### src/rtl/corr_pkt_decoder_if.sv
// corr_pkt_decoder_if
//   Bundles the byte-pipe input, the packet output handshake, the clock-gate
//   and flush controls, and the status outputs of corr_pkt_decoder.
//   slave  : decoder view (consumes bytes, produces packets/status)
//   master : environment view (produces bytes, consumes packets/status)
// Signals
//   i_cg          clock-gate enable; all decoder state holds when low
//   i_flush       synchronous resync request
//   i_bp_data     byte pipe data (8)
//   i_bp_valid    byte pipe valid
//   o_bp_ready    byte pipe ready
//   o_pkt_data    {symdiff,isect,y,x,winNum}, winNum in [7:0] (40)
//   o_pkt_seqErr  winNum discontinuity flag, qualified by o_pkt_valid
//   o_pkt_valid   packet output valid
//   i_pkt_ready   packet output ready
//   o_nDropped    saturating count of skipped windows (DROPCOUNT_W)
//   o_abort       1-cycle pulse when a partial packet times out
interface corr_pkt_decoder_if #(
  parameter int DROPCOUNT_W = 16
);
  logic                   i_cg;
  logic                   i_flush;
  logic [7:0]             i_bp_data;
  logic                   i_bp_valid;
  logic                   o_bp_ready;
  logic [39:0]            o_pkt_data;
  logic                   o_pkt_seqErr;
  logic                   o_pkt_valid;
  logic                   i_pkt_ready;
  logic [DROPCOUNT_W-1:0] o_nDropped;
  logic                   o_abort;

  modport slave (
    input  i_cg, i_flush, i_bp_data, i_bp_valid, i_pkt_ready,
    output o_bp_ready, o_pkt_data, o_pkt_seqErr, o_pkt_valid, o_nDropped, o_abort
  );

  modport master (
    output i_cg, i_flush, i_bp_data, i_bp_valid, i_pkt_ready,
    input  o_bp_ready, o_pkt_data, o_pkt_seqErr, o_pkt_valid, o_nDropped, o_abort
  );
endinterface

### src/rtl/corr_pkt_decoder.sv
// corr_pkt_decoder
//   Receiving end of the correlator result stream. Reassembles 5-byte packets
//   (winNum, countX, countY, countIsect, countSymdiff) arriving on a byte pipe
//   into one 40-bit word behind a valid/ready handshake, checks winNum
//   continuity and keeps a saturating count of skipped windows. A partial
//   packet that stalls for TIMEOUT_CYCLES is discarded with an o_abort pulse.
// Ports
//   i_clk   clock
//   i_rst   asynchronous active-high reset
//   bus     corr_pkt_decoder_if.slave (byte pipe, packet output, cg/flush, status)
//
// state | meaning
// ------+--------------------------------------------------------------
// B0    | waiting for byte 0 (winNum); no partial packet held
// B1    | winNum staged, waiting for countX
// B2    | waiting for countY
// B3    | waiting for countIsect
// B4    | waiting for countSymdiff; accepted only if output slot can take it
module corr_pkt_decoder #(
  parameter int DROPCOUNT_W    = 16,
  parameter int TIMEOUT_CYCLES = 1024
) (
  input  logic                i_clk,
  input  logic                i_rst,
  corr_pkt_decoder_if.slave   bus
);

  localparam int TW = (TIMEOUT_CYCLES > 2) ? $clog2(TIMEOUT_CYCLES) : 1;
  // Sum width wide enough for counter + an 8-bit gap without wrapping.
  localparam int SW = ((DROPCOUNT_W > 8) ? DROPCOUNT_W : 8) + 1;
  localparam logic [TW-1:0] TMO_LAST = TW'(TIMEOUT_CYCLES - 1);
  localparam logic [SW-1:0] DROP_SAT = (SW'(1) << DROPCOUNT_W) - SW'(1);

  typedef enum logic [2:0] {
    ST_B0 = 3'd0,
    ST_B1 = 3'd1,
    ST_B2 = 3'd2,
    ST_B3 = 3'd3,
    ST_B4 = 3'd4
  } state_t;

  state_t                 state_q, state_d;
  logic [3:0][7:0]        stg_q, stg_d;
  logic [TW-1:0]          tmo_q, tmo_d;
  logic                   have_last_q, have_last_d;
  logic [7:0]             last_q, last_d;
  logic                   valid_q, valid_d;
  logic [39:0]            data_q, data_d;
  logic                   seq_err_q, seq_err_d;
  logic [DROPCOUNT_W-1:0] ndrop_q, ndrop_d;
  logic                   abort_q, abort_d;

  logic                   bp_ready;
  logic                   acc;
  logic                   complete;
  logic [7:0]             win;
  logic [7:0]             win_exp;
  logic [7:0]             gap;
  logic [SW-1:0]          drop_sum;

  // Byte 4 needs the output slot: free now, or drained in this same cycle.
  always_comb begin
    bp_ready = bus.i_cg && !bus.i_flush &&
               ((state_q != ST_B4) || !valid_q || bus.i_pkt_ready);
    acc      = bus.i_cg && bus.i_bp_valid && bp_ready;
    complete = acc && (state_q == ST_B4);
  end

  // Continuity arithmetic on the staged winNum; the mod-256 gap is what a
  // duplicate or backwards step turns into, so a repeat adds 255.
  always_comb begin
    win      = stg_q[0];
    win_exp  = last_q + 8'd1;
    gap      = win - win_exp;
    drop_sum = SW'(ndrop_q) + SW'(gap);
  end

  always_comb begin
    state_d     = state_q;
    stg_d       = stg_q;
    tmo_d       = tmo_q;
    have_last_d = have_last_q;
    last_d      = last_q;
    valid_d     = valid_q;
    data_d      = data_q;
    seq_err_d   = seq_err_q;
    ndrop_d     = ndrop_q;
    abort_d     = 1'b0;

    if (valid_q && bus.i_pkt_ready) begin
      valid_d = 1'b0;
    end

    if (bus.i_flush) begin
      // Output slot and drop count survive a flush; only reassembly resyncs.
      state_d     = ST_B0;
      have_last_d = 1'b0;
      tmo_d       = '0;
    end else if (acc) begin
      tmo_d = '0;
      unique case (state_q)
        ST_B0: begin stg_d[0] = bus.i_bp_data; state_d = ST_B1; end
        ST_B1: begin stg_d[1] = bus.i_bp_data; state_d = ST_B2; end
        ST_B2: begin stg_d[2] = bus.i_bp_data; state_d = ST_B3; end
        ST_B3: begin stg_d[3] = bus.i_bp_data; state_d = ST_B4; end
        ST_B4: state_d = ST_B0;
        default: state_d = ST_B0;
      endcase
    end else if (state_q != ST_B0) begin
      if (tmo_q == TMO_LAST) begin
        state_d = ST_B0;
        tmo_d   = '0;
        abort_d = 1'b1;
      end else begin
        tmo_d = tmo_q + 1'b1;
      end
    end else begin
      tmo_d = '0;
    end

    if (complete) begin
      valid_d = 1'b1;
      // Last byte goes straight from the pipe to the output register.
      data_d  = {bus.i_bp_data, stg_q[3], stg_q[2], stg_q[1], stg_q[0]};
      if (!have_last_q) begin
        seq_err_d = 1'b0;
      end else begin
        seq_err_d = (win != win_exp);
        if (drop_sum > DROP_SAT) begin
          ndrop_d = '1;
        end else begin
          ndrop_d = drop_sum[DROPCOUNT_W-1:0];
        end
      end
      have_last_d = 1'b1;
      last_d      = win;
    end
  end

  always_ff @(posedge i_clk or posedge i_rst) begin
    if (i_rst) begin
      state_q     <= ST_B0;
      stg_q       <= '0;
      tmo_q       <= '0;
      have_last_q <= 1'b0;
      last_q      <= '0;
      valid_q     <= 1'b0;
      data_q      <= '0;
      seq_err_q   <= 1'b0;
      ndrop_q     <= '0;
      abort_q     <= 1'b0;
    end else if (bus.i_cg) begin
      state_q     <= state_d;
      stg_q       <= stg_d;
      tmo_q       <= tmo_d;
      have_last_q <= have_last_d;
      last_q      <= last_d;
      valid_q     <= valid_d;
      data_q      <= data_d;
      seq_err_q   <= seq_err_d;
      ndrop_q     <= ndrop_d;
      abort_q     <= abort_d;
    end
  end

  assign bus.o_bp_ready   = bp_ready;
  assign bus.o_pkt_valid  = valid_q;
  assign bus.o_pkt_data   = data_q;
  assign bus.o_pkt_seqErr = seq_err_q;
  assign bus.o_nDropped   = ndrop_q;
  assign bus.o_abort      = abort_q;

endmodule

### src/flat_wrapper.sv
// flat-port wrapper written by rule: the top's interface ports become plain ports
module corr_pkt_decoder_flat 
#(
  parameter int DROPCOUNT_W    = 16,
  parameter int TIMEOUT_CYCLES = 1024
)
  (i_clk, i_rst, bus_i_cg, bus_i_flush, bus_i_bp_data, bus_i_bp_valid, bus_i_pkt_ready, bus_o_bp_ready, bus_o_pkt_data, bus_o_pkt_seqErr, bus_o_pkt_valid, bus_o_nDropped, bus_o_abort);
  corr_pkt_decoder_if #(.DROPCOUNT_W(DROPCOUNT_W)) bus_i ();
  input  logic i_clk;
  input  logic i_rst;
  input wire logic [$bits(bus_i.i_cg)-1:0] bus_i_cg;
  input wire logic [$bits(bus_i.i_flush)-1:0] bus_i_flush;
  input wire logic [$bits(bus_i.i_bp_data)-1:0] bus_i_bp_data;
  input wire logic [$bits(bus_i.i_bp_valid)-1:0] bus_i_bp_valid;
  input wire logic [$bits(bus_i.i_pkt_ready)-1:0] bus_i_pkt_ready;
  output wire logic [$bits(bus_i.o_bp_ready)-1:0] bus_o_bp_ready;
  output wire logic [$bits(bus_i.o_pkt_data)-1:0] bus_o_pkt_data;
  output wire logic [$bits(bus_i.o_pkt_seqErr)-1:0] bus_o_pkt_seqErr;
  output wire logic [$bits(bus_i.o_pkt_valid)-1:0] bus_o_pkt_valid;
  output wire logic [$bits(bus_i.o_nDropped)-1:0] bus_o_nDropped;
  output wire logic [$bits(bus_i.o_abort)-1:0] bus_o_abort;
  assign bus_i.i_cg = bus_i_cg;
  assign bus_i.i_flush = bus_i_flush;
  assign bus_i.i_bp_data = bus_i_bp_data;
  assign bus_i.i_bp_valid = bus_i_bp_valid;
  assign bus_i.i_pkt_ready = bus_i_pkt_ready;
  assign bus_o_bp_ready = bus_i.o_bp_ready;
  assign bus_o_pkt_data = bus_i.o_pkt_data;
  assign bus_o_pkt_seqErr = bus_i.o_pkt_seqErr;
  assign bus_o_pkt_valid = bus_i.o_pkt_valid;
  assign bus_o_nDropped = bus_i.o_nDropped;
  assign bus_o_abort = bus_i.o_abort;
  corr_pkt_decoder #(.DROPCOUNT_W(DROPCOUNT_W), .TIMEOUT_CYCLES(TIMEOUT_CYCLES)) u_core (.i_clk(i_clk), .i_rst(i_rst), .bus(bus_i));
endmodule
### config.mk
export PLATFORM = sky130hd
export DESIGN_NAME = corr_pkt_decoder_flat
export DESIGN_NICKNAME = d
export VERILOG_FILES = /design/src/rtl/corr_pkt_decoder_if.sv /design/src/rtl/corr_pkt_decoder.sv /design/src/flat_wrapper.sv
export SDC_FILE = /design/constraint.sdc
export NUM_CORES = 1
export LEC_CHECK = 0
export CAP_MARGIN = 0
export CORE_ASPECT_RATIO = 1.4
export CORE_MARGIN = 2
export CORE_UTILIZATION = 43
export CTS_CLUSTER_SIZE = 25
export DETAILED_ROUTE_END_ITERATION = 10
export GPL_TIMING_DRIVEN = 0
export PLACE_DENSITY = 0.66
export SYNTH_ARGS = -nofsm -noshare
export SYNTH_HDL_FRONTEND = slang
export SYNTH_SLANG_ARGS = --single-unit
### constraint.sdc
create_clock -name i_clk -period 5.1 [get_ports i_clk]
set_clock_uncertainty 0.15 [all_clocks]
set_input_delay 1.02 -clock i_clk [delete_from_list [all_inputs] [get_ports i_clk]]
set_output_delay 1.02 -clock i_clk [all_outputs]
set_load 0.005 [all_outputs]
# --- Yosys cells after proc, flatten, opt, wreduce, memory -nomap -nowiden ---
# Index checks and enable logic that the tools add are counted.
totals:
  regBits: 113
  inputBits: 14
  elab_cells: 70
classes:
  add_sub_neg: 4
  magnitude_cmp: 1
  n_eq_ne: 7
  n_mux: 19
  bitwise: 1
  n_reduce_logical: 25
ops:
  columns: ["cell", "n"]
  rows:
  - ["$mux W10", 4]
  - ["$add A16 B8 Y17", 1]
  - ["$gt A17 B16 Y1 const B", 1]
  - ["$mux W16", 1]
  - ["$reduce_and A4 Y1", 4]
  - ["$mux W3", 4]
  - ["$pmux W3 S4", 1]
  - ["$add A10 B1 Y10 const B", 1]
  - ["$eq A10 B10 Y1 const B", 1]
  - ["$mux W1", 9]
  - ["$reduce_bool A3 Y1", 3]
  - ["$add A8 B1 Y8 const B", 1]
  - ["$ne A8 B8 Y1", 1]
  - ["$sub A8 B8 Y8", 1]
  - ["$eq A3 B2 Y1 const B", 2]
  - ["$logic_and A1 B1 Y1", 6]
  - ["$reduce_and A2 Y1", 3]
  - ["$reduce_and A3 Y1", 2]
  - ["$reduce_bool A2 Y1", 2]
  - ["$eq A3 B1 Y1 const B", 1]
  - ["$eq A3 B3 Y1 const B", 1]
  - ["$logic_not A3 Y1", 1]
  - ["$ne A3 B3 Y1 const B", 1]
  - ["$logic_not A1 Y1", 2]
  - ["2 further kinds", 3]

# --- Longest topological paths before layout ---
# Gate-level depths: netlist of run 1.
logic_depth:
  word_depth: 8
  ltp_mapped: 16
  ltp_nobuf: 16

# --- Worst setup path before layout of run 1 ---
# No wires, ideal clock.
synth_path:
  path_kind: "register to register"
  startpoint: "reg u_core.bus.o_pkt_data[0] (netlist name)"
  endpoint: "reg u_core.ndrop_q[14] (netlist: u_core.bus.o_nDropped[14])"
  setup_time_ns: 0.127
  arrival_time_ns: 3.201
  setup_slack_ns: 1.621
  stages_incl_launch_ff: 16
  n_path_buf: 0
  path_cell_list: "dfrtp_1 -> ha_1 -> inv_1 -> ha_1 -> nor2b_1 -> o21ai_0 -> a21oi_1 -> o41ai_1 -> xor2_1 -> ha_1 -> a21oi_1 -> nand2_1 -> o21ai_0 -> nor2_1 -> nand4_1 -> mux2_1"
synth_rtl:
  columns: ["item", "line", "rtl"]
  rows:
  - ["end signal: assignment", "corr_pkt_decoder.sv:161", "ndrop_q <= ndrop_d;"]
  - ["end: declaration", "corr_pkt_decoder.sv:50", "logic [DROPCOUNT_W-1:0] ndrop_q, ndrop_d;"]

==> flow_summary.yaml, run 1 <==
outcome:
  status: "complete, no violations"
global_routing:
  grt_first_pass_wirelength_um: 17290
  grt_max_degree: 60
  grt_pass1_vias: 3528
  overflow: 0
  met3_usage: 0.05333
  met1_usage: 0.2221
  track_usage: 0.1781
  grt_util_met2: 0.2931
  grt.busiest_layer: "met2"
  antenna_found_initial: 0
timing:
  rsz0062_at_grt: "no"
  relSlewSlack: 0.3458
  hold_slack_ns: 0.3398
  post-route-period-util: 0.8065
  max_freq_mhz: 243.1
  max_slew.worst_pin.slew_ns: 0.9732
  drv_slew: 0
  hold_viol: 0
  setup_violations: 0
  min_period_ns: 4.113
power_and_ir_drop:
  p_leak_nw: 2.808
  total_power_mw: 2.233
  p_per_area_mw_per_mm2: 359.4
  peakVddDrop_mv: 0.1951
worst_setup_path:
  r2r_cells: 15
  reg2reg_slack_ns: 0.99
  endpoint: "u_core.bus.o_nDropped[14]"
  cp_max_fo: 5
  crit_type: "register to register"
  rr_startpoint: "u_core.bus.o_pkt_data[0]"
  critical_path_required_ns: 5.18
  worstPathCellList: "ha_1 > inv_1 > ha_1 > nor2b_1 > o21ai_0 > a21oi_1 > o41ai_1 > xor2_1 > ha_1 > a21oi_1 > nand2_1 > o21ai_0 > nor2_1 > nand4_1 > mux2_1"
  r2r-end: "u_core.bus.o_nDropped[14]"
  crit_cells: 15
  cp-startpoint: "u_core.bus.o_pkt_data[0]"
  cp_top_family: "compound AO/OA/AOI/OAI gates"
  arrival_ns: 4.19
  crit_slowest_cell: "dfrtp_1"
  cp-end-kind: "register"
  crit_top_cell: "ha_1"
  worst-path-buf-inv: 1
  max_stage_delay_ns: 0.44
  worstSetupStartpointType: "register"
placed_design:
  placedInstanceArea_mm2: 0.005918
  place_congestion: 0.7728
  io_buffer_count: 73
  hpwl_um: 7553
cells_and_area:
  multiInputGateArea_mm2: 0.002250
  final_area_mm2: 0.006213
  drive_gt1_frac: 0.1906
  area_delta_synth_final_pct: 24.84
  nets: 538
  seq_area_mm2: 0.002628
  final_util: 0.5480
  fill_cells: 966
  insertedDiodeCount: 0
synth:
  synth_cells: 419
  synth-seq-cells: 105
  ys_types: 48
  yosys_most_used_dff: "dfrtp_1"
  synth.cell_area_mm2: 0.004977
  syn_avg_cell_area_um2: 11.88
  ys_seq_area_frac: 0.5279
  synthTopCellsByCount: "105 x dfrtp_1, 70 x mux2_2, 27 x nand2_1"
  synth_warnings: 0
  async_flop_share: 1.000
  syn-num-nets: 453
  synth_top_cells_by_area: "dfrtp_1 53%, mux2_2 16%, ha_1 4.5%, xnor2_1 2.1%, nand2_1 2.0%"
  synth_top_area_frac: 0.5279
  synth_edf_count: 0
  yosys.cell_count.top_type: "dfrtp_1"
  synth_area_leader_cell: "dfrtp_1"
clock_network:
  clockBufferDepth: 2
  path_clk_slew_ns: 0.08
  cts_sinks: 105
  postCtsSetupRepairBufs: 0
  cts_buffers: 9
  cts_root_buf: "clkbuf_16"
  h-tree-depth: 3
  tritoncts: "yes"
  post_cts_resized: 0
  clock_latency_ns: 0.35
  cts.hold.buffers_added: 0
floorplanning:
  die_w_um: 94.93
  die-area_mm2: 0.01246
  num_rows: 46
  start_util: 0.4390
  die_h_um: 131.3
  core_area_mm2: 0.01134
  io_pins: 74
route:
  wirelength_um: 10370
  wire_per_inst_um: 15.88
  drc: 0
  drt_first_pass_iters: 4
  post_drt_via_cell_ratio: 5.299
  antenna_left: 0
  via_count: 3460
  drt_iter0_markers: 107
flow_run:
  maxCapViolations: 0
worst_hold_path:
  hold_class: "register to register"
[sequential cells by signal, summed over array words and instances, names as in the netlist]
name,cells
u_core.bus.o_nDropped,16
u_core.tmo_q,10
u_core.bus.o_pkt_valid,1
u_core.win,8
u_core.stg_q,24
u_core.bus.o_pkt_seqErr,1
u_core.have_last_q,1
u_core.bus.o_pkt_data,40
u_core.bus.o_abort,1
u_core.state_q,3
[cells by family (layout without fill, tap and decap cells)]
group | Yosys count | after routing | share of synthesized area
fa+ha+maj | 20 | 20 | 0.05329
buf+inv | 26 | 116 | 0.02011
flops | 105 | 105 | 0.5279
xor+xnor | 20 | 20 | 0.03519
compound gates | 67 | 67 | 0.08019
mux | 74 | 74 | 0.1672
simple gates | 107 | 107 | 0.1161
[layout make-up]
| type | instances | area share |
|---|---|---|
| timing repair buffer | 74 | 0.1220 |
| multi-input combinational | 288 | 0.3621 |
| sequential | 105 | 0.4229 |
| buffer | 10 | 0.006444 |
| clock inverter | 6 | 0.009062 |
| tap | 144 | 0.02900 |
| inverter | 16 | 0.01007 |
| clock buffer | 10 | 0.03846 |
[routing by layer]
| metal | vias to the layer above | wire (um) | share of wire |
|---|---|---|---|
| li1 | 1663 | - | - |
| met2 | 70 | 5178 | 0.50 |
| met4 | 0 | 106 | 0.010 |
| met1 | 1717 | 4512 | 0.44 |
| met5 | - | 0 | 0 |
| met3 | 10 | 575 | 0.055 |
[power by group]
group          internal (mW)  leakage (nW)  switching (mW)
Combinational          0.281          1.26           0.277
Sequential             0.930          1.41          0.0591
Clock                  0.356         0.144           0.329
Total                   1.57          2.81           0.665
[worst min path at each step]
stage | to | cells past startpoint | from | slack [ns]
final | u_core.tmo_q[5] | 1 | u_core.tmo_q[5] | 0.34
after global routing | u_core.bus.o_pkt_data[0] | 2 | u_core.win[0] | 0.36
after CTS | u_core.tmo_q[3] | 1 | u_core.tmo_q[3] | 0.35
after detailed placement | u_core.bus.o_pkt_data[0] | 2 | u_core.win[0] | 0.33
after global placement | u_core.tmo_q[9] | 1 | u_core.tmo_q[9] | 0.31
after floorplan | u_core.tmo_q[9] | 1 | u_core.tmo_q[9] | 0.29
[through the flow]
step	cells	setup slack (ns)	TNS (ns)
2_1_floorplan	419	1.169	0
3_3_place_gp	636	-0.3660	-37.43
3_5_place_dp	637	1.096	0
4_1_cts	653	1.055	0
5_1_grt	653	0.7042	0
6_report	653	0.9870	0
[cells in the final DEF, fill, tap and decap left out, types with 2 or more instances in the layout]
cell,netlist,final
a21o_1,3,3
a21oi_1,16,16
a31oi_1,5,5
and2_1,2,2
and3_1,6,6
buf_2,2,2
clkbuf_1,8,8
clkbuf_16,0,9
clkdlybuf4s50_1,0,73
dfrtp_1,105,105
fa_1,2,2
ha_1,18,18
inv_1,16,15
inv_6,0,2
inv_8,0,2
mux2_1,3,3
mux2_2,70,70
nand2_1,27,27
nand2b_1,5,5
nand3_1,14,14
nand3b_1,3,3
nand4_1,5,5
nor2_1,23,23
nor2b_1,6,6
nor3_1,5,5
o211ai_1,3,3
o21a_1,3,3
o21ai_0,20,20
o21ai_1,3,3
o22a_1,2,2
o22ai_1,4,4
o31ai_1,2,2
xnor2_1,12,12
xor2_1,8,8
(Power assumes the default switching activity.)
==> run 2: changes to the inputs <==
PLACE_DENSITY = 0.68   (was 0.66)
clock period = 3.6 ns   (was 5.1 ns; I/O delays follow)
==> run 2 against run 1 <==
Effect of this change:
- clock power up 39%
- hold slack worse by 0.015 ns
- via count up 2.7%
- routed wire length up 6.2%
- fmax up 16%
- register-to-register slack worse by 0.92 ns
- core utilization up 2.3 points
- critical endpoint unchanged
- largest cell class unchanged
==> flow_summary.yaml, run 2 (synthesized netlist as in run 1, its figures left out) <==
outcome:
  status: "complete, no violations"
power_and_ir_drop:
  peakVddDrop_mv: 0.3000
  p_per_area_mw_per_mm2: 510.5
  p_leak_nw: 2.909
timing:
  setup_ws_ns: 0.06355
  post-route-period-util: 0.9823
  relSlewSlack: 0.3707
  rsz0062_at_grt: "yes"
  drv_slew: 0
  min_period_ns: 3.536
  setup_violations: 0
  hold_viol: 0
  max_freq_mhz: 282.8
  hold_slack_ns: 0.3248
  max_slew.worst_pin.slew_ns: 0.9362
route:
  wire_per_inst_um: 16.42
  via_count: 3555
  drt_iter0_markers: 115
  post_drt_via_cell_ratio: 5.298
  wirelength_um: 11020
  drt_first_pass_iters: 4
  antenna_left: 0
  drc: 0
clock_network:
  path_clk_slew_ns: 0.07
  clock_latency_ns: 0.34
  cts_root_buf: "clkbuf_16"
  h-tree-depth: 3
  tritoncts: "yes"
  clockBufferDepth: 2
  cts_buffers: 9
  cts_sinks: 105
worst_setup_path:
  arrival_ns: 3.62
  rr_startpoint: "u_core.bus.o_pkt_data[0]"
  critical_path_required_ns: 3.68
  cp_max_fo: 4
  r2r-end: "u_core.bus.o_nDropped[14]"
  crit_type: "register to register"
  endpoint: "u_core.bus.o_nDropped[14]"
  cp-end-kind: "register"
  worstSetupStartpointType: "register"
  r2r_cells: 16
  reg2reg_slack_ns: 0.06
  cp-startpoint: "u_core.bus.o_pkt_data[0]"
placed_design:
  hpwl_um: 7851
  place_ws_ns: -0.3526
  place_congestion: 0.8197
  io_buffer_count: 73
floorplanning:
  core_area_mm2: 0.01134
  start_util: 0.4390
  die_h_um: 131.3
  die-area_mm2: 0.01246
  num_rows: 46
  die_w_um: 94.93
  io_pins: 74
cells_and_area:
  nets: 556
  final_cell_mix: "105 x dfrtp_1, 73 x clkdlybuf4s50_1, 70 x mux2_2"
  area_delta_synth_final_pct: 30.17
  final_common_cell: "dfrtp_1"
  largest_reg_flops: 40
  drive_gt1_frac: 0.2638
  insertedDiodeCount: 0
global_routing:
  antenna_found_initial: 0
  grt_pass1_vias: 3644
  track_usage: 0.1830
  overflow: 0
  grt_first_pass_wirelength_um: 17820
  grt_max_degree: 44
flow_run:
  maxCapViolations: 0
worst_hold_path:
  hold_class: "register to register"
[run 2: critical path, stage by stage, from the launching register on]
cell     delay [ns]
dfrtp_1        0.41
buf_4          0.15
and3_1         0.16
nand3_2        0.12
xor2_1         0.17
ha_1           0.35
nor3_2         0.17
nor2_1         0.08
o41ai_2        0.05
xor2_1         0.31
ha_1           0.32
a21oi_2        0.19
nand2_1        0.08
o21ai_2        0.20
nor2_2         0.08
nand4_1        0.13
mux2_4         0.30
[run 2: where the power goes]
part / switching (mW) / internal (mW)
clock network: 0.465 / 0.487
registers: 0.0852 / 1.32
logic: 0.460 / 0.493
[run 2: stage by stage]
stage	cell area, um^2	util	cells	power, mW	setup TNS, ns
detailed placement	5932	0.5232	638	2.215	-3.445
global placement	5892	0.5196	636	2.174	-2.599
CTS	6294	0.5551	660	3.219	0
finish	6479	0.5714	671	3.308	0
floorplan	4981	-	419	2.001	0
global route	6479	0.5714	671	3.501	-0.6076
[run 2: layer usage]
layer | vias up | GRT usage | share of wire
met1 | 1774 | 0.2256 | 0.41
met3 | 11 | 0.04530 | 0.046
met4 | 0 | 0.06763 | 0.015
met2 | 71 | 0.3065 | 0.53
li1 | 1699 | - | -
met5 | - | 0 | 0
[run 2: worst min path at each step]
stage	from	end	slack [ns]	cells after the start
floorplan	u_core.tmo_q[9]	u_core.tmo_q[9]	0.29	1
global placement	u_core.win[0]	u_core.bus.o_pkt_data[0]	0.31	2
detailed placement	u_core.tmo_q[9]	u_core.tmo_q[9]	0.32	1
CTS	u_core.tmo_q[9]	u_core.tmo_q[9]	0.33	1
global route	u_core.tmo_q[9]	u_core.tmo_q[9]	0.36	1
finish	u_core.tmo_q[9]	u_core.tmo_q[9]	0.32	1
[run 2: cell type report]
cell class	instances	area, um^2
plain buffers	10	40.04
clock buffers	10	229.0
clock inverters	6	57.56
fillers	960	4860
inverters	16	63.81
multi-input cells	288	2382
flip-flops and latches	105	2628
well taps	144	180.2
repair buffers	92	898.4
[run 2: what timing repair did]
| action | CTS | global route |
|---|---|---|
| endpoints found under the setup margin | 16 | 16 |
| hold buffers | 0 | 0 |
| buffers inserted | 6 | 11 |
| pin swaps | 6 | 29 |
| gates resized for setup | 8 | 27 |
| endpoints found under the hold margin | 0 | 0 |
==> run 3: changes to the inputs <==
CAP_MARGIN = 30   (was 0)
MAX_ROUTING_LAYER = met4   (was unset)
==> run 3 against run 2 <==
Effect of this change:
- worst setup slack worse by 0.0098 ns
- first-iteration DRC count is 6.1% lower
- hold slack better by 0.0013 ns
- cell area is 0.25% lower
- clock power is 4.1% higher
- flip-flop and latch count stayed put
- sequential share of layout area is 0.10 points higher
- via count is 0.23% higher
- critical path type unchanged
- highest routed layer unchanged
==> flow_summary.yaml, run 3 (synthesized netlist as in run 1, its figures left out) <==
floorplanning:
  die_w_um: 94.93
  die_h_um: 131.3
  start_util: 0.4390
  die-area_mm2: 0.01246
  num_rows: 46
  io_pins: 74
  core_area_mm2: 0.01134
cells_and_area:
  final_common_cell: "dfrtp_1"
  nets: 552
  finalNonFillerCells: 667
  area_delta_synth_final_pct: 29.84
  drive_gt1_frac: 0.2543
  largest_reg_flops: 40
  final_cell_mix: "105 x dfrtp_1, 73 x clkdlybuf4s50_1, 70 x mux2_2"
  insertedDiodeCount: 0
worst_setup_path:
  reg2reg_slack_ns: 0.05
  endpoint: "u_core.bus.o_nDropped[13]"
  max_stage_delay_ns: 0.43
  crit_slowest_cell: "dfrtp_1"
  crit_type: "register to register"
  worstPathCellList: "ha_4 > xnor2_1 > ha_1 > nor2b_4 > o21a_1 > o21ai_2 > nand2b_1 > a21oi_2 > xnor2_1 > ha_1 > nand2_1 > o21ai_2 > o21ai_4 > or3_4 > and2_4 > a31oi_1"
  cp_max_fo: 4
  arrival_ns: 3.67
  worstSetupStartpointType: "register"
  rr_startpoint: "u_core.bus.o_pkt_data[1]"
  r2r_cells: 16
  cp-startpoint: "u_core.bus.o_pkt_data[1]"
  cp-end-kind: "register"
  critical_path_required_ns: 3.72
  r2r-end: "u_core.bus.o_nDropped[13]"
placed_design:
  hpwl_um: 7844
  io_buffer_count: 73
  placed_cells: 638
  place_congestion: 0.8319
  place_ws_ns: -0.3371
global_routing:
  grt_pass1_vias: 3674
  track_usage: 0.1897
  antenna_found_initial: 0
  grt_first_pass_wirelength_um: 17950
  overflow: 0
  grt_max_degree: 44
timing:
  max_slew.worst_pin.slew_ns: 0.9757
  drv_slew: 0
  max_freq_mhz: 282.0
  post-route-period-util: 0.9851
  hold_viol: 0
  setup_ws_ns: 0.05376
  min_period_ns: 3.546
  relSlewSlack: 0.3441
  rsz0062_at_grt: "yes"
  setup_violations: 0
power_and_ir_drop:
  total_power_mw: 3.347
  peakVddDrop_mv: 0.2974
  p_leak_nw: 2.897
  p_per_area_mw_per_mm2: 517.8
clock_network:
  cts_buffers: 9
  h-tree-depth: 3
  clockBufferDepth: 2
  cts_sinks: 105
  clock_latency_ns: 0.35
  tritoncts: "yes"
  cts_root_buf: "clkbuf_16"
  cts.hold.buffers_added: 0
  path_clk_slew_ns: 0.08
flow_run:
  maxCapViolations: 0
worst_hold_path:
  hold_class: "register to register"
route:
  wire_per_inst_um: 16.47
  drc: 0
  post_drt_via_cell_ratio: 5.342
  drt_iter0_markers: 108
  wirelength_um: 10980
  antenna_left: 0
  drt_first_pass_iters: 4
  via_count: 3563
outcome:
  status: "complete, no violations"
[run 3: changes by cell type in the layout (fill, tap and decap cells not counted), sizes merged]
cell,before,now
clkinv,2,1
buf,21,17
inv,19,20
[run 3: metrics by stage]
stage	hold WS (ns)	TNS [ns]	cell area, um^2	utilization
floorplan	0.2909	0	4981	-
global placement	0.3069	-2.599	5892	0.5196
detailed placement	0.3206	-3.336	5932	0.5232
CTS	0.3308	0	6311	0.5566
global route	0.3596	-0.8366	6462	0.5700
finish	0.3260	0	6462	0.5700
[run 3: power breakdown]
group / switching (mW) / internal [mW]
clock: 0.479 / 0.512
combinational: 0.466 / 0.487
sequential: 0.0842 / 1.32
total: 1.03 / 2.32
[run 3: routing by layer]
layer / wire [um] / global-route usage / share of wire / up-vias
met1: 4634 / 0.2289 / 0.42 / 1791
met3: 485 / 0.04358 / 0.044 / 10
li1: - / - / - / 1688
met5: 0 / - / 0 / -
met4: 159 / 0.06039 / 0.014 / 0
met2: 5704 / 0.3128 / 0.52 / 74
[run 3: timing repair]
action                     CTS  global route
resized for setup            9            24
buffers inserted             6             7
setup endpoints to repair   16            16
pin swaps                    6            20
[run 3: worst min path at each step]
stage,from,to,cells after the start,slack (ns)
after floorplan,u_core.tmo_q[9],u_core.tmo_q[9],1,0.29
after global placement,u_core.win[0],u_core.bus.o_pkt_data[0],2,0.31
after detailed placement,u_core.tmo_q[9],u_core.tmo_q[9],1,0.32
after CTS,u_core.tmo_q[9],u_core.tmo_q[9],1,0.33
after global routing,u_core.tmo_q[9],u_core.tmo_q[9],1,0.36
final,u_core.tmo_q[9],u_core.tmo_q[9],1,0.33
[run 3: cell type report]
cell class                 instances  area (um^2)
sequential                       105         2628
tap                              144        180.2
inverter                          16        63.81
timing repair buffer              88        868.3
clock buffer                      10        239.0
fill                             967         4876
multi-input combinational        288         2379
clock inverter                     6        65.06
buffer                            10        40.04
[run 3: critical path, delay by kind of cell, from the launching register on]
kind | cells | cell delay (ns)
compound gates | 6 | 0.90
xor+xnor | 2 | 0.23
simple gates | 5 | 0.86
flops | 1 | 0.43
fa+ha+maj | 3 | 0.87
==> edit 1: new RTL, flow settings as in run 1 <==
`TIMEOUT_CYCLES` is set to 1024 in 2 places; all go to 2048.
--- a/src/rtl/corr_pkt_decoder.sv
+++ b/src/rtl/corr_pkt_decoder.sv
@@ -20,3 +20,3 @@
   parameter int DROPCOUNT_W    = 16,
-  parameter int TIMEOUT_CYCLES = 1024
+  parameter int TIMEOUT_CYCLES = 2048
 ) (
--- a/src/flat_wrapper.sv
+++ b/src/flat_wrapper.sv
@@ -4,3 +4,3 @@
   parameter int DROPCOUNT_W    = 16,
-  parameter int TIMEOUT_CYCLES = 1024
+  parameter int TIMEOUT_CYCLES = 2048
 )
Check against the original RTL: same outputs for any inputs over 4 cycles, from zero or initial values and one cycle with i_rst high; that may be too few to reach the edited logic, so the function may still have changed.
==> edit 1 against run 1 <==
Power increased by 13%; sequential share of layout area decreased by 0.71 points; setup slack got worse by 260 ps; synthesized area increased by 3.4%; final area increased by 2.7%; clock power decreased by 1%; sequential cell count increased by 1; wire length increased by 5.2%; largest power group unchanged.
==> edit 1: results (changes against run 1) <==
The run finished with clean final reports. Global router's overall resource usage: 0.184 (was 0.178). The tools report the destination of the critical timing path as u_core.bus.o_nDropped[9]$_DFFE_PP0P_ (was u_core.bus.o_nDropped[14]$_DFFE_PP0P_). The portion of the post-synthesis area used by sequential elements was 0.515 (was 0.528); the net count after synthesis was 473 (was 453). The cell with the largest stage delay on the worst path is sky130_fd_sc_hd__clkbuf_1 (was sky130_fd_sc_hd__dfrtp_1). The tools report the sink of the worst hold path as u_core.bus.o_pkt_data[20]$_DFFE_PP0P_ (was u_core.tmo_q[5]$_DFFE_PP0P_). Total length of routed wires: 10900 um (was 10400 um). The met2 global-route usage is 0.308 (was 0.293), and the clock group share of total power is 0.267 (was 0.307). The logs give 0.778 (was 0.773) for the placer's final routability congestion estimate and 0.0407 (was 0.0533) for the routing usage on met3.

For the total of fill cells in the finished design, the log shows 1046 (was 966). Most instantiated cells after synthesis: sky130_fd_sc_hd__dfrtp_1, sky130_fd_sc_hd__mux2_2, sky130_fd_sc_hd__nand2_1, sky130_fd_sc_hd__nor2_1, sky130_fd_sc_hd__inv_1 (was sky130_fd_sc_hd__dfrtp_1, sky130_fd_sc_hd__mux2_2, sky130_fd_sc_hd__nand2_1, sky130_fd_sc_hd__nor2_1, sky130_fd_sc_hd__o21ai_0). The met1 usage came out at 0.233 (was 0.222).

The tools report the number of nets at the end of the flow as 558 (was 538). The distinct cell type count after synthesis was 56 (was 48). The post-detailed-route via-to-cell ratio was 5.38 (was 5.30). The worst slew margin relative to its limit was 0.527 (was 0.346); the combinational power was 0.785 mW (was 0.558 mW). The sum of met3 wire segment lengths after detailed routing is 484 um (was 575 um). The initial detailed-routing violation count is 135 (was 107), and the worst vdd rail ir drop is 0.234 mV (was 0.195 mV).

The startpoint of the lowest-slack hold path was u_core.stg_q[20]$_DFFE_PP0P_ (was u_core.tmo_q[5]$_DFFE_PP0P_). The met2 wire length was 5490 um (was 5180 um). Cell types with the largest area share after synthesis: sky130_fd_sc_hd__dfrtp_1, sky130_fd_sc_hd__mux2_2, sky130_fd_sc_hd__ha_1 (unchanged). The met1 wire length was 4730 um (was 4510 um). The total leakage power is 2.88 nW (was 2.81 nW), and the delay of the slowest cell on the worst path is 460 ps (was 440 ps).

The worst-case hold slack is 355 ps (was 340 ps). The maximum fanout along the worst path was 10 (was 5). The reg-to-reg setup timing slack is 730 ps (was 990 ps), and the total internal power is 1.71 mW (was 1.57 mW).

First-pass GRT wire length: 18400 um (was 17300 um).
## edit 1: cell count changes in the layout (fill, tap and decap cells not counted), moves of 4 or more
cell | run 1 | this run
sky130_fd_sc_hd__a21oi_1 | 16 | 7
sky130_fd_sc_hd__nand3_1 | 14 | 19
sky130_fd_sc_hd__inv_1 | 15 | 19
sky130_fd_sc_hd__mux2_2 | 70 | 74
sky130_fd_sc_hd__nor3_1 | 5 | 9
sky130_fd_sc_hd__o21a_1 | 3 | 7
sky130_fd_sc_hd__o31ai_1 | 2 | 6
## edit 1: logic make-up (layout without fill, tap and decap cells)
group | count (synthesis) | count (layout) | share of synthesized area
simple gates | 119 | 119 | 0.118
flops | 106 | 106 | 0.515
mux | 75 | 75 | 0.164
compound gates | 72 | 72 | 0.0960
buf+inv | 29 | 119 | 0.0243
fa+ha+maj | 20 | 20 | 0.0515
xor+xnor | 18 | 18 | 0.0306
## edit 1: per-stage QoR
step / cells / TNS, ps / total power [mW] / cell area [um^2] / setup WS, ps
6_report: 676 / 0 / 2.53 / 6380 / 731
5_1_grt: 676 / 0 / 2.71 / 6380 / 391
4_1_cts: 676 / 0 / 2.55 / 6380 / 713
3_5_place_dp: 660 / 0 / 1.87 / 6090 / 738
3_3_place_gp: 659 / -42180 / 1.83 / 6060 / -407
2_1_floorplan: 439 / 0 / 1.66 / 5150 / 1140
## edit 1: final cells by class
type | count | area [um^2] | area share
Clock buffer | 10 | 229 | 0.0359
Tap cell | 147 | 184 | 0.0288
Multi-Input combinational cell | 304 | 2370 | 0.371
Timing Repair Buffer | 74 | 758 | 0.119
Clock inverter | 6 | 58.8 | 0.00922
Buffer | 9 | 50.0 | 0.00784
Sequential cell | 106 | 2650 | 0.416
Inverter | 20 | 77.6 | 0.0122
==> edit 2: new RTL, config.mk and constraints of run 1 <==
Made on the original files. Encoding of `state_t`: now Gray code (3 bits for 5 states).
--- a/src/rtl/corr_pkt_decoder.sv
+++ b/src/rtl/corr_pkt_decoder.sv
@@ -34,7 +34,7 @@
   typedef enum logic [2:0] {
-    ST_B0 = 3'd0,
-    ST_B1 = 3'd1,
-    ST_B2 = 3'd2,
-    ST_B3 = 3'd3,
-    ST_B4 = 3'd4
+    ST_B0 = 3'b000,
+    ST_B1 = 3'b001,
+    ST_B2 = 3'b011,
+    ST_B3 = 3'b010,
+    ST_B4 = 3'b110
   } state_t;
Behaviour: same outputs for any inputs over 4 cycles, from zero or initial values and one cycle with i_rst high; so few cycles prove little.
==> edit 2 against run 1 <==
Non-clock buffer count unchanged; largest power group unchanged; worst hold slack worse by 3.5 ps; final area increased by 0.66%; power down 11%; setup slack gained 190 ps; global-route usage decreased by 0.19 points; synthesized area grew 0.98%; highest routed layer unchanged; sequential share of layout area shrank 0.28 points; utilization grew 0.36 points; wire length shrank 1.1%; sequential cell count stayed put; largest cell class unchanged; synthesized cell count shrank 0.24%.
==> edit 2: results (changes against run 1) <==
Most instantiated cells after synthesis: sky130_fd_sc_hd__dfrtp_1, sky130_fd_sc_hd__mux2_2, sky130_fd_sc_hd__nand2_1 (was sky130_fd_sc_hd__dfrtp_1, sky130_fd_sc_hd__mux2_2, sky130_fd_sc_hd__nand2_1, sky130_fd_sc_hd__nor2_1, sky130_fd_sc_hd__o21ai_0). The arrival time at the worst endpoint was 4000 ps (was 4190 ps); the HPWL after detailed placement was 7620 um (was 7550 um). The logs give 9 (unchanged) for the number of clock buffers inserted by TritonCTS and 536 (was 538) for the number of nets at the end of the flow.

The run gives 998 (was 966) as the total of fill cells in the finished design. The run finished with clean final reports. For the pin count of the biggest net entering global routing, the log shows 73 (was 60). The summed area of non-filler cells in the final layout is 0.00625 mm^2 (was 0.00621 mm^2), and the number of inverters outside the clock class in the layout is 18 (was 16). Count of final hold-check violations: 0 (unchanged). The placer's final routability congestion estimate came out at 0.817 (was 0.773). The post-cts gate resize count was 0 (unchanged); the net count after synthesis was 452 (was 453). The run gives 0.176 (was 0.178) as the global router's overall resource usage. Cell with the largest stage delay on the worst path: sky130_fd_sc_hd__dfrtp_1 (unchanged). The sequential fraction of total cell area came out at 0.420 (was 0.423). For this run, the slowest stage of the critical path takes 430 ps. The async set-or-reset flop fraction in the synthesized netlist works out to 1.00 (unchanged). The distinct cell type count after synthesis is 50 (was 48), and the total of buffers placed on input and output ports is 72 (was 73).

The area of placed instances came out at 0.00596 mm^2 (was 0.00592 mm^2). The kind of path behind the tightest hold check was reg2reg (unchanged). Cell types with the largest area share after synthesis: sky130_fd_sc_hd__dfrtp_1, sky130_fd_sc_hd__mux2_2, sky130_fd_sc_hd__ha_1 (unchanged).

The post-detailed-route via-to-cell ratio is 5.31 (was 5.30). The average detailed-routed wire length per instance was 15.7 um (was 15.9 um). The area occupied by multi-input gates is 0.00227 mm^2 (was 0.00225 mm^2), and the final-layout non-clock buffer area share is 0.129 (was 0.128). The net switching component of the power is 0.566 mW (was 0.665 mW), and the portion of the post-synthesis area used by sequential elements is 0.523 (was 0.528). The tools report the first-pass GRT wire length as 17400 um (was 17300 um).

The tools report the total leakage power as 2.94 nW (was 2.81 nW). Worst vdd rail ir drop: 0.215 mV (was 0.195 mV). The worst slew margin relative to its limit was 0.628 (was 0.346); the clock network area share was 0.0476 (was 0.0475). The logs give 3581 (was 3528) for the via count of the first global-routing pass and 165 (was 107) for the initial detailed-routing violation count. The number of flip-flops and latches was 105 (unchanged). The share of post-route cells with drive strength above 1 is 0.217 (was 0.191). The multi-input logic cell count came out at 284 (was 288).
-- edit 2: metal layers --
metal / track usage / up-vias / routed length, um
met3: 0.0423 / 20 / 554
met4: 0.0778 / 0 / 256
met2: 0.290 / 76 / 5160
li1: - / 1666 / -
met1: 0.218 / 1694 / 4280
met5: 0 / - / 0
-- edit 2: worst paths after layout --
path | slack (ps) | cells after the start | endpoint | start
max | 1180 | 15 | u_core.bus.o_nDropped[12]$_DFFE_PP0P_ | u_core.bus.o_pkt_data[0]$_DFFE_PP0P_
max reg2reg | 1180 | 15 | u_core.bus.o_nDropped[12]$_DFFE_PP0P_ | u_core.bus.o_pkt_data[0]$_DFFE_PP0P_
min | 340 | 1 | u_core.tmo_q[9]$_DFFE_PP0P_ | u_core.tmo_q[9]$_DFFE_PP0P_
max in group asynchronous | 3210 | 3 | u_core.stg_q[23]$_DFFE_PP0P_ | i_rst
min reg2reg | 340 | 1 | u_core.tmo_q[9]$_DFFE_PP0P_ | u_core.tmo_q[9]$_DFFE_PP0P_
min in group asynchronous | 900 | 2 | u_core.bus.o_nDropped[10]$_DFFE_PP0P_ | i_rst
-- edit 2: power by group through the flow --
stage               registers, mW  clock network, mW  logic [mW]
floorplan                   0.932                  0       0.308
global placement            0.942                  0       0.377
detailed placement          0.944                  0       0.391
CTS                         0.927              0.699       0.394
global route                0.936              0.739       0.432
finish                      0.927              0.680       0.390
-- edit 2: stage by stage --
step,setup slack [ps],instances
after detailed placement,1220,635
after floorplan,1170,418
after CTS,1170,651
after global placement,-369,634
final,1180,651
after global routing,942,651
-- edit 2: cells by family after synthesis --
group	share of synthesized area
simple gates	0.112
mux	0.168
buf+inv	0.0249
fa+ha+maj	0.0528
compound gates	0.0829
flops	0.523
xor+xnor	0.0366
